<file path="config.mk">
export PLATFORM = sky130hd
export DESIGN_NAME = accum_seq
export DESIGN_NICKNAME = d
export VERILOG_FILES = /design/src/rtl/accum_seq.sv
export SDC_FILE = /design/constraint.sdc
export NUM_CORES = 1
export LEC_CHECK = 0
export CORE_UTILIZATION = 58
export CTS_BUF_LIST = sky130_fd_sc_hd__clkbuf_8
export DETAILED_ROUTE_END_ITERATION = 8
export PLACE_DENSITY = 0.88
export SETUP_SLACK_MARGIN = 0.1
export SYNTH_ARGS = -nofsm -noshare
export SYNTH_HDL_FRONTEND = slang
export SYNTH_SLANG_ARGS = --single-unit
</file>
<file path="constraint.sdc">
create_clock -name clk -period 5.4 [get_ports clk]
set_clock_uncertainty 0.2 [all_clocks]
set_input_delay 1.08 -clock clk [delete_from_list [all_inputs] [get_ports clk]]
set_output_delay 1.08 -clock clk [all_outputs]
set_load 0.03 [all_outputs]
</file>
<file path="src/rtl/accum_seq.sv">
// accum_seq: handshaked W-bit signed accumulator (ADD/SUB/LOAD/CLEAR) with a
// one-deep result buffer, overflow flags and an op counter. Optional SATURATE_EN.
module accum_seq #(
   parameter int W  = 8,
   parameter int CW = 8
) (
   input  logic          clk,
   input  logic          rst,
   input  logic          in_valid,
   output logic          in_ready,
   input  logic [1:0]    in_op,
   input  logic [W-1:0]  in_data,
   output logic          out_valid,
   input  logic          out_ready,
   output logic [W-1:0]  out_data,
   output logic          out_ovf,
   output logic          ovf_sticky,
   output logic [CW-1:0] op_count
);

   localparam logic [1:0] OP_ADD   = 2'b00;
   localparam logic [1:0] OP_SUB   = 2'b01;
   localparam logic [1:0] OP_LOAD  = 2'b10;
   localparam logic [1:0] OP_CLEAR = 2'b11;

   localparam logic [W-1:0] SAT_MAX = {1'b0, {(W-1){1'b1}}};
   localparam logic [W-1:0] SAT_MIN = {1'b1, {(W-1){1'b0}}};

   typedef enum logic {EMPTY, FULL} state_t;

   state_t         state, state_nxt;
   logic           accept;
   logic [W-1:0]   acc;
   logic [W-1:0]   sum, diff, sat_val, acc_nxt;
   logic           add_ovf, sub_ovf, ovf_nxt;
   logic           clr;

   // Ready depends only on registered state and out_ready.
   always_comb begin
      state_nxt = state;
      in_ready  = (state == EMPTY) || out_ready;
      out_valid = (state == FULL);
      accept    = in_valid && in_ready;
      case (state)
         EMPTY: if (accept) state_nxt = FULL;
         FULL: begin
            if (accept)         state_nxt = FULL;
            else if (out_ready) state_nxt = EMPTY;
         end
         default: state_nxt = EMPTY;
      endcase
   end

   always_ff @(posedge clk or posedge rst) begin
      if (rst) state <= EMPTY;
      else     state <= state_nxt;
   end

   // Overflow direction always follows the accumulator's sign, so one
   // saturation value serves both ADD and SUB.
   always_comb begin
      sum     = acc + in_data;
      diff    = acc - in_data;
      add_ovf = (acc[W-1] == in_data[W-1]) && (sum[W-1]  != acc[W-1]);
      sub_ovf = (acc[W-1] != in_data[W-1]) && (diff[W-1] != acc[W-1]);
      sat_val = acc[W-1] ? SAT_MIN : SAT_MAX;
      clr     = 1'b0;
      ovf_nxt = 1'b0;
      acc_nxt = acc;
      case (in_op)
         OP_ADD: begin
            ovf_nxt = add_ovf;
`ifdef SATURATE_EN
            acc_nxt = add_ovf ? sat_val : sum;
`else
            acc_nxt = sum;
`endif
         end
         OP_SUB: begin
            ovf_nxt = sub_ovf;
`ifdef SATURATE_EN
            acc_nxt = sub_ovf ? sat_val : diff;
`else
            acc_nxt = diff;
`endif
         end
         OP_LOAD:  acc_nxt = in_data;
         OP_CLEAR: begin
            acc_nxt = '0;
            clr     = 1'b1;
         end
         default:  acc_nxt = acc;
      endcase
   end

   always_ff @(posedge clk or posedge rst) begin
      if (rst) begin
         acc        <= '0;
         out_ovf    <= 1'b0;
         ovf_sticky <= 1'b0;
         op_count   <= '0;
      end else if (accept) begin
         acc     <= acc_nxt;
         out_ovf <= ovf_nxt;
         if (clr) begin
            ovf_sticky <= 1'b0;
            op_count   <= '0;
         end else begin
            ovf_sticky <= ovf_sticky | ovf_nxt;
            op_count   <= op_count + CW'(1);
         end
      end
   end

   assign out_data = acc;

endmodule

</file>
==> flow_metrics.env, run 1 <==
export IMPL_p_comb_share_pct=57.1
export IMPL_slowest_stage="clkdlybuf4s50_1"
export IMPL_p_leak_nw=0.876
export IMPL_async_flop_share_pct=100
export IMPL_die_h_um=56.1
export IMPL_design_area_mm2=0.00206
export IMPL_power_density_mw_per_mm2=356
export IMPL_p_switching_uw=319
export IMPL_relSlewSlack_pct=44.9
export IMPL_via_per_inst=6.19
export IMPL_start_kind="input pin"
export IMPL_mostFrequentLayoutCell="clkdlybuf4s50_1"
export IMPL_synth_area_mm2=0.00170
export IMPL_ys_ff_latch=19
export IMPL_cts_clk_slew_worst_paths_ps=80
export IMPL_root_buffer="clkbuf_8"
export IMPL_yosys_warnings=0
export IMPL_cts_max_path_buffers=2
export IMPL_track_usage_pct=27.3
export IMPL_postRouteAntennaNets=0
export IMPL_portBuffers=33
export IMPL_critical_path_depth=3
export IMPL_report_final_slew_viol_count=0
export IMPL_grt_pass1_vias=1509
export IMPL_cpPeakStageDelay_ps=680
export IMPL_grt_max_degree=27
export IMPL_cp_cell_sequence="clkdlybuf4s50_1, nand2b_1, clkdlybuf4s50_1"
export IMPL_cpLargestDelayFamily="buffers and inverters"
export IMPL_cts_tree="built"
export IMPL_tns_ps=0
export IMPL_cts_setup_buffers=0
export IMPL_required_ps=4120
export IMPL_fin_crit_sh_pct=67.4
export IMPL_synth_seq_area_share_pct=28.0
export IMPL_cap_violations=0
export IMPL_tightest_slew_ps=825
export IMPL_initial_core_util_pct=61.6
export IMPL_criticalPathCategory="in -> out"
export IMPL_route_final_wire_length_um=4060
export IMPL_cp_arrival_ps=2360
export IMPL_place_area_mm2=0.00201
export IMPL_reg2reg_depth=7
export IMPL_synthFlopType="dfrtp_1"
export IMPL_fmax_mhz=275
export IMPL_cts_htree_levels=1
export IMPL_sw_frac_of_total_pct=43.5
export IMPL_finalHoldViolCount=0
export IMPL_p_int_uw=414
export IMPL_die_x_um=56.1
export IMPL_overflow=0
export IMPL_endpoint_kind="output pin"
export IMPL_drtIter0Drc=71
export IMPL_first_pass_iters=4
export IMPL_syn_nets=232
export IMPL_setup_viol=0
export IMPL_p_clk_share_pct=14.1
export IMPL_core_area_mm2=0.00276
export IMPL_via_count=1598
export IMPL_cp_common_cell="clkdlybuf4s50_1"
export IMPL_syn2layout_area_growth_pct=21.3
export IMPL_antenna_cells=0
export IMPL_drcViolationCount=0
export IMPL_crit_buf_inv=2
export IMPL_synth_edf_count=0
export IMPL_wire_per_inst_um=15.8
export IMPL_nNetsFinal=259
export IMPL_rsz0062_at_grt="no"
export IMPL_ir_worst_vdd_mv=0.314
export IMPL_period_needed_ps=3640
export IMPL_rows=19
export IMPL_dieArea_mm2=0.00315
export IMPL_avgSynthCellArea_um2=8.45
export IMPL_hold_depth=1
export IMPL_cts_resized_gates=0
export IMPL_cts_sinks=19
export IMPL_cp_max_fo=4
export IMPL_status="complete, no violations"
export IMPL_dpl_hpwl_um=2960
export IMPL_final_cell_mix="33 x clkdlybuf4s50_1, 19 x dfrtp_1, 17 x nand2_1"
export IMPL_hold_class="reg -> reg"
export IMPL_seq_power_share_pct=28.8
export IMPL_insertion_delay_ps=260
export IMPL_io_pins=34
export IMPL_grt_pass1_wl_um=6820
export IMPL_antenna_found_initial=0
export IMPL_ctsHoldBuffers=0
export IMPL_yosysUniqueCellTypes=49
export IMPL_netlist_instances=201
export IMPL_cts_made_buffers=3
export IMPL_layout_drive_gt1_share_pct=4.85
export IMPL_gp_congestion=0.907
## routing by layer
layer | routed length (um) | vias up | GRT usage, %
li1 | - | 770 | -
met1 | 1780 | 759 | 36.4
met2 | 2010 | 65 | 45.4
met3 | 252 | 4 | 3.95
met4 | 28 | 0 | 9.06
met5 | 0 | - | 0
## cell usage after synthesis, types with 2 or more instances
| library cell | n | area share, % |
|---|---|---|
| nor4b_1 | 2 | 1.0 |
| a21oi_1 | 14 | 4.1 |
| fa_1 | 2 | 2.4 |
| nor3_1 | 4 | 1.2 |
| o21ai_0 | 15 | 4.4 |
| o31ai_1 | 4 | 1.8 |
| ha_1 | 15 | 11 |
| nor2b_1 | 6 | 2.2 |
| o22a_1 | 3 | 1.5 |
| a211oi_1 | 4 | 1.8 |
| nor3b_1 | 2 | 0.88 |
| nand2_1 | 17 | 3.8 |
| nor2_1 | 15 | 3.3 |
| o31a_1 | 2 | 1.0 |
| mux2i_1 | 2 | 1.2 |
| xnor2_1 | 9 | 4.6 |
| nand2b_1 | 4 | 1.5 |
| dfrtp_1 | 19 | 28 |
| nor4_1 | 2 | 0.74 |
| o21a_1 | 2 | 0.88 |
| or3_1 | 3 | 1.1 |
| and2_1 | 3 | 1.1 |
| o221ai_1 | 2 | 1.0 |
| and3_1 | 3 | 1.1 |
| nand3_1 | 6 | 1.8 |
| clkbuf_1 | 7 | 1.5 |
| inv_1 | 12 | 2.7 |
## final timing paths
| path | start | to | slack, ps |
|---|---|---|---|
| setup / recovery | out_ready | in_ready | 1760 |
| hold / removal | out_ovf$_DFFE_PP0P_ | out_ovf$_DFFE_PP0P_ | 320 |
| setup reg to reg | out_data[4]$_DFFE_PP0P_ | out_data[7]$_DFFE_PP0P_ | 2830 |
| hold reg to reg | out_ovf$_DFFE_PP0P_ | out_ovf$_DFFE_PP0P_ | 320 |
| max in group asynchronous | rst | op_count[6]$_DFFE_PP0P_ | 3440 |
| min in group asynchronous | rst | out_ovf$_DFFE_PP0P_ | 1070 |
## power by group through the flow
stage,Clock (mW),Combinational (mW),Sequential [mW]
2_1_floorplan,0,0.239,0.268
3_3_place_gp,0,0.402,0.210
3_5_place_dp,0,0.414,0.213
4_1_cts,0.106,0.417,0.210
5_1_grt,0.111,0.455,0.215
6_report,0.104,0.418,0.211
## final cells by class
type	count	area, um2
Multi-Input combinational cell	159	1120
Fill cell	218	697
Sequential cell	19	475
Timing Repair Buffer	33	330
Inverter	12	45.0
Clock buffer	3	41.3
Tap cell	31	38.8
Clock inverter	1	5.00
## stage by stage
stage | power (mW) | utilization, % | hold WS (ps) | instances | setup WS (ps)
after floorplan | 0.507 | - | 466 | 201 | 2430
after global placement | 0.613 | 73.0 | 294 | 254 | 1700
after detailed placement | 0.627 | 73.0 | 295 | 254 | 1650
after CTS | 0.733 | 74.7 | 314 | 258 | 1750
after global routing | 0.781 | 74.7 | 319 | 258 | 1670
final | 0.733 | 74.7 | 320 | 258 | 1760
## worst register-to-register path: stages (launching register included)
cell	delay, ps
dfrtp_1	420
ha_1	460
nor3b_1	130
nor3_2	330
o221ai_1	210
a311oi_2	260
xnor2_1	100
a221o_1	350
## cell families after synthesis
logic type / share of synthesized area, %
adder cells (fa/ha/maj): 13.4
AO/OA/AOI/OAI: 23.8
multiplexers: 1.18
flip-flops: 28.0
buffers and inverters: 5.82
AND/OR/NAND/NOR: 23.2
XOR/XNOR: 4.64
## state kept, by name, indices dropped and copies added, names as in the netlist
| name | flops |
|---|---|
| ovf_sticky | 1 |
| out_data | 8 |
| out_valid | 1 |
| out_ovf | 1 |
| op_count | 8 |
No activity file was read; power rests on OpenSTA's default activity.
==> run 2: changes to the inputs <==
Settings changed: CORE_UTILIZATION 58 to 48, PLACE_DENSITY 0.88 to 0.78.
Clock period 5.4 ns to 3 ns, I/O delays scaled along.
==> run 2 against run 1 <==
Net effect: cell count up 16%; hold slack worse by 12 ps; combinational power increased by 110%; count of clock-buffer cells in the layout stayed put; core utilization decreased by 5.5 points; total power increased by 94%; sequential share of layout area down 2.7 points; sequential cell count stayed put.
==> flow_metrics.env, run 2 (same netlist as run 1, synthesis figures left out) <==
export IMPL_status="complete, no violations"
export IMPL_finalHoldViolCount=0
export IMPL_antenna_found_initial=0
export IMPL_p_leak_nw=0.997
export IMPL_relSlewSlack_pct=50.0
export IMPL_die_h_um=61.5
export IMPL_sw_frac_of_total_pct=41.4
export IMPL_wire_per_inst_um=13.7
export IMPL_initial_core_util_pct=50.5
export IMPL_tns_ps=0
export IMPL_cap_violations=0
export IMPL_required_ps=2950
export IMPL_hold_class="reg -> reg"
export IMPL_cts_sinks=19
export IMPL_cp_arrival_ps=2730
export IMPL_grt_pass1_vias=1449
export IMPL_final_cell_mix="33 x clkdlybuf4s50_1, 25 x buf_4, 19 x dfrtp_1, 17 x nand2_1"
export IMPL_slowest_stage="clkdlybuf4s50_1"
export IMPL_layout_drive_gt1_share_pct=17.1
export IMPL_io_pins=34
export IMPL_ir_worst_vdd_mv=0.328
export IMPL_r2r_setup_slack_ps=650
export IMPL_worstReg2RegEnd="out_data[7]$_DFFE_PP0P_"
export IMPL_cts_htree_levels=1
export IMPL_seq_power_share_pct=27.0
export IMPL_mostFrequentLayoutCell="clkdlybuf4s50_1"
export IMPL_reg2reg_depth=7
export IMPL_ctsHoldBuffers=0
export IMPL_cts_clk_slew_worst_paths_ps=80
export IMPL_postRouteAntennaNets=0
export IMPL_cpPeakStageDelay_ps=430
export IMPL_start_kind="input pin"
export IMPL_worst_setup_path_endpoint="out_data[7]$_DFFE_PP0P_"
export IMPL_insertion_delay_ps=260
export IMPL_p_int_uw=832
export IMPL_fin_crit_sh_pct=92.9
export IMPL_p_clk_share_pct=12.5
export IMPL_fmax_mhz=359
export IMPL_root_buffer="clkbuf_8"
export IMPL_endpoint_kind="flip-flop"
export IMPL_rows=21
export IMPL_drtIter0Drc=91
export IMPL_rsz0062_at_grt="no"
export IMPL_grt_max_degree=20
export IMPL_portBuffers=33
export IMPL_dpl_hpwl_um=3090
export IMPL_via_count=1622
export IMPL_report_final_slew_viol_count=0
export IMPL_cp_max_fo=3
export IMPL_overflow=0
export IMPL_criticalPathCategory="in -> reg"
export IMPL_cts_made_buffers=3
export IMPL_drcViolationCount=0
export IMPL_worst_hold_slack_ps=308
export IMPL_cts_tree="built"
export IMPL_die_x_um=61.5
export IMPL_cp_startpoint="in_data[3]"
export IMPL_power_density_mw_per_mm2=609
export IMPL_r2r_start="out_data[4]$_DFFE_PP0P_"
export IMPL_track_usage_pct=22.6
export IMPL_via_per_inst=5.44
export IMPL_tightest_slew_ps=749
export IMPL_cp_cell_sequence="clkdlybuf4s50_1, buf_4, ha_2, nor3b_1, nor3_2, o221ai_2, a311oi_2, xnor2_1, a221o_1"
export IMPL_period_needed_ps=2790
export IMPL_core_area_mm2=0.00336
export IMPL_cts_max_path_buffers=2
export IMPL_gp_congestion=0.893
export IMPL_nNetsFinal=284
export IMPL_dieArea_mm2=0.00378
export IMPL_setup_viol=0
export IMPL_p_switching_uw=587
export IMPL_antenna_cells=0
export IMPL_route_final_wire_length_um=4100
export IMPL_syn2layout_area_growth_pct=37.1
export IMPL_grt_pass1_wl_um=6350
export IMPL_first_pass_iters=4
export IMPL_p_comb_share_pct=60.4
run 2: critical path: cells and delay by family:
family / cells / cell delay [ps]
compound gates: 3 / 760
xor+xnor: 1 / 110
fa+ha+maj: 1 / 190
buf+inv: 2 / 580
simple gates: 2 / 490
run 2: per-layer routing:
| metal | routed length (um) | vias to the layer above | global-route usage, % |
|---|---|---|---|
| li1 | - | 817 | - |
| met1 | 1970 | 741 | 31.7 |
| met2 | 1870 | 56 | 36.1 |
| met3 | 193 | 8 | 4.20 |
| met4 | 69 | 0 | 5.40 |
| met5 | 0 | - | 0 |
run 2: final cells by class:
| type | count | area [um2] |
|---|---|---|
| tap | 46 | 57.6 |
| sequential | 19 | 475 |
| clock inverter | 1 | 3.75 |
| multi-input combinational | 159 | 1190 |
| fill | 291 | 1030 |
| clock buffer | 3 | 41.3 |
| inverter | 12 | 45.0 |
| timing repair buffer | 58 | 518 |
run 2: metrics by stage:
step	worst slack [ps]	utilization (%)	cell area [um2]	std cells	total power, mW
after global placement	-52.0	65.8	2210	293	1.19
final	214	69.3	2330	298	1.42
after floorplan	507	-	1700	201	0.913
after global routing	94.4	69.3	2330	298	1.53
after CTS	177	67.2	2260	297	1.38
after detailed placement	-82.7	65.8	2210	293	1.20
run 2: repair_timing:
action,in CTS,in global routing
resized for setup,0,10
endpoints found under the setup margin,0,3
buffers inserted,0,1
endpoints found under the hold margin,0,0
run 2: power groups by stage:
stage          registers (mW)  clock network (mW)  logic, mW
6_report                0.384               0.178      0.858
5_1_grt                 0.395               0.196      0.935
4_1_cts                 0.379               0.182      0.816
3_5_place_dp            0.383                   0      0.813
3_3_place_gp            0.383                   0      0.802
2_1_floorplan           0.483                   0      0.430
run 2: worst min path at each step:
| stage | from | endpoint | slack (ps) | cells after the start |
|---|---|---|---|---|
| 2_1_floorplan | rst | op_count[0]$_DFFE_PP0P_ | 350 | 1 |
| 3_3_place_gp | out_ovf$_DFFE_PP0P_ | out_ovf$_DFFE_PP0P_ | 300 | 1 |
| 3_5_place_dp | out_ovf$_DFFE_PP0P_ | out_ovf$_DFFE_PP0P_ | 300 | 1 |
| 4_1_cts | out_ovf$_DFFE_PP0P_ | out_ovf$_DFFE_PP0P_ | 320 | 1 |
| 5_1_grt | out_ovf$_DFFE_PP0P_ | out_ovf$_DFFE_PP0P_ | 330 | 1 |
| 6_report | out_ovf$_DFFE_PP0P_ | out_ovf$_DFFE_PP0P_ | 310 | 1 |
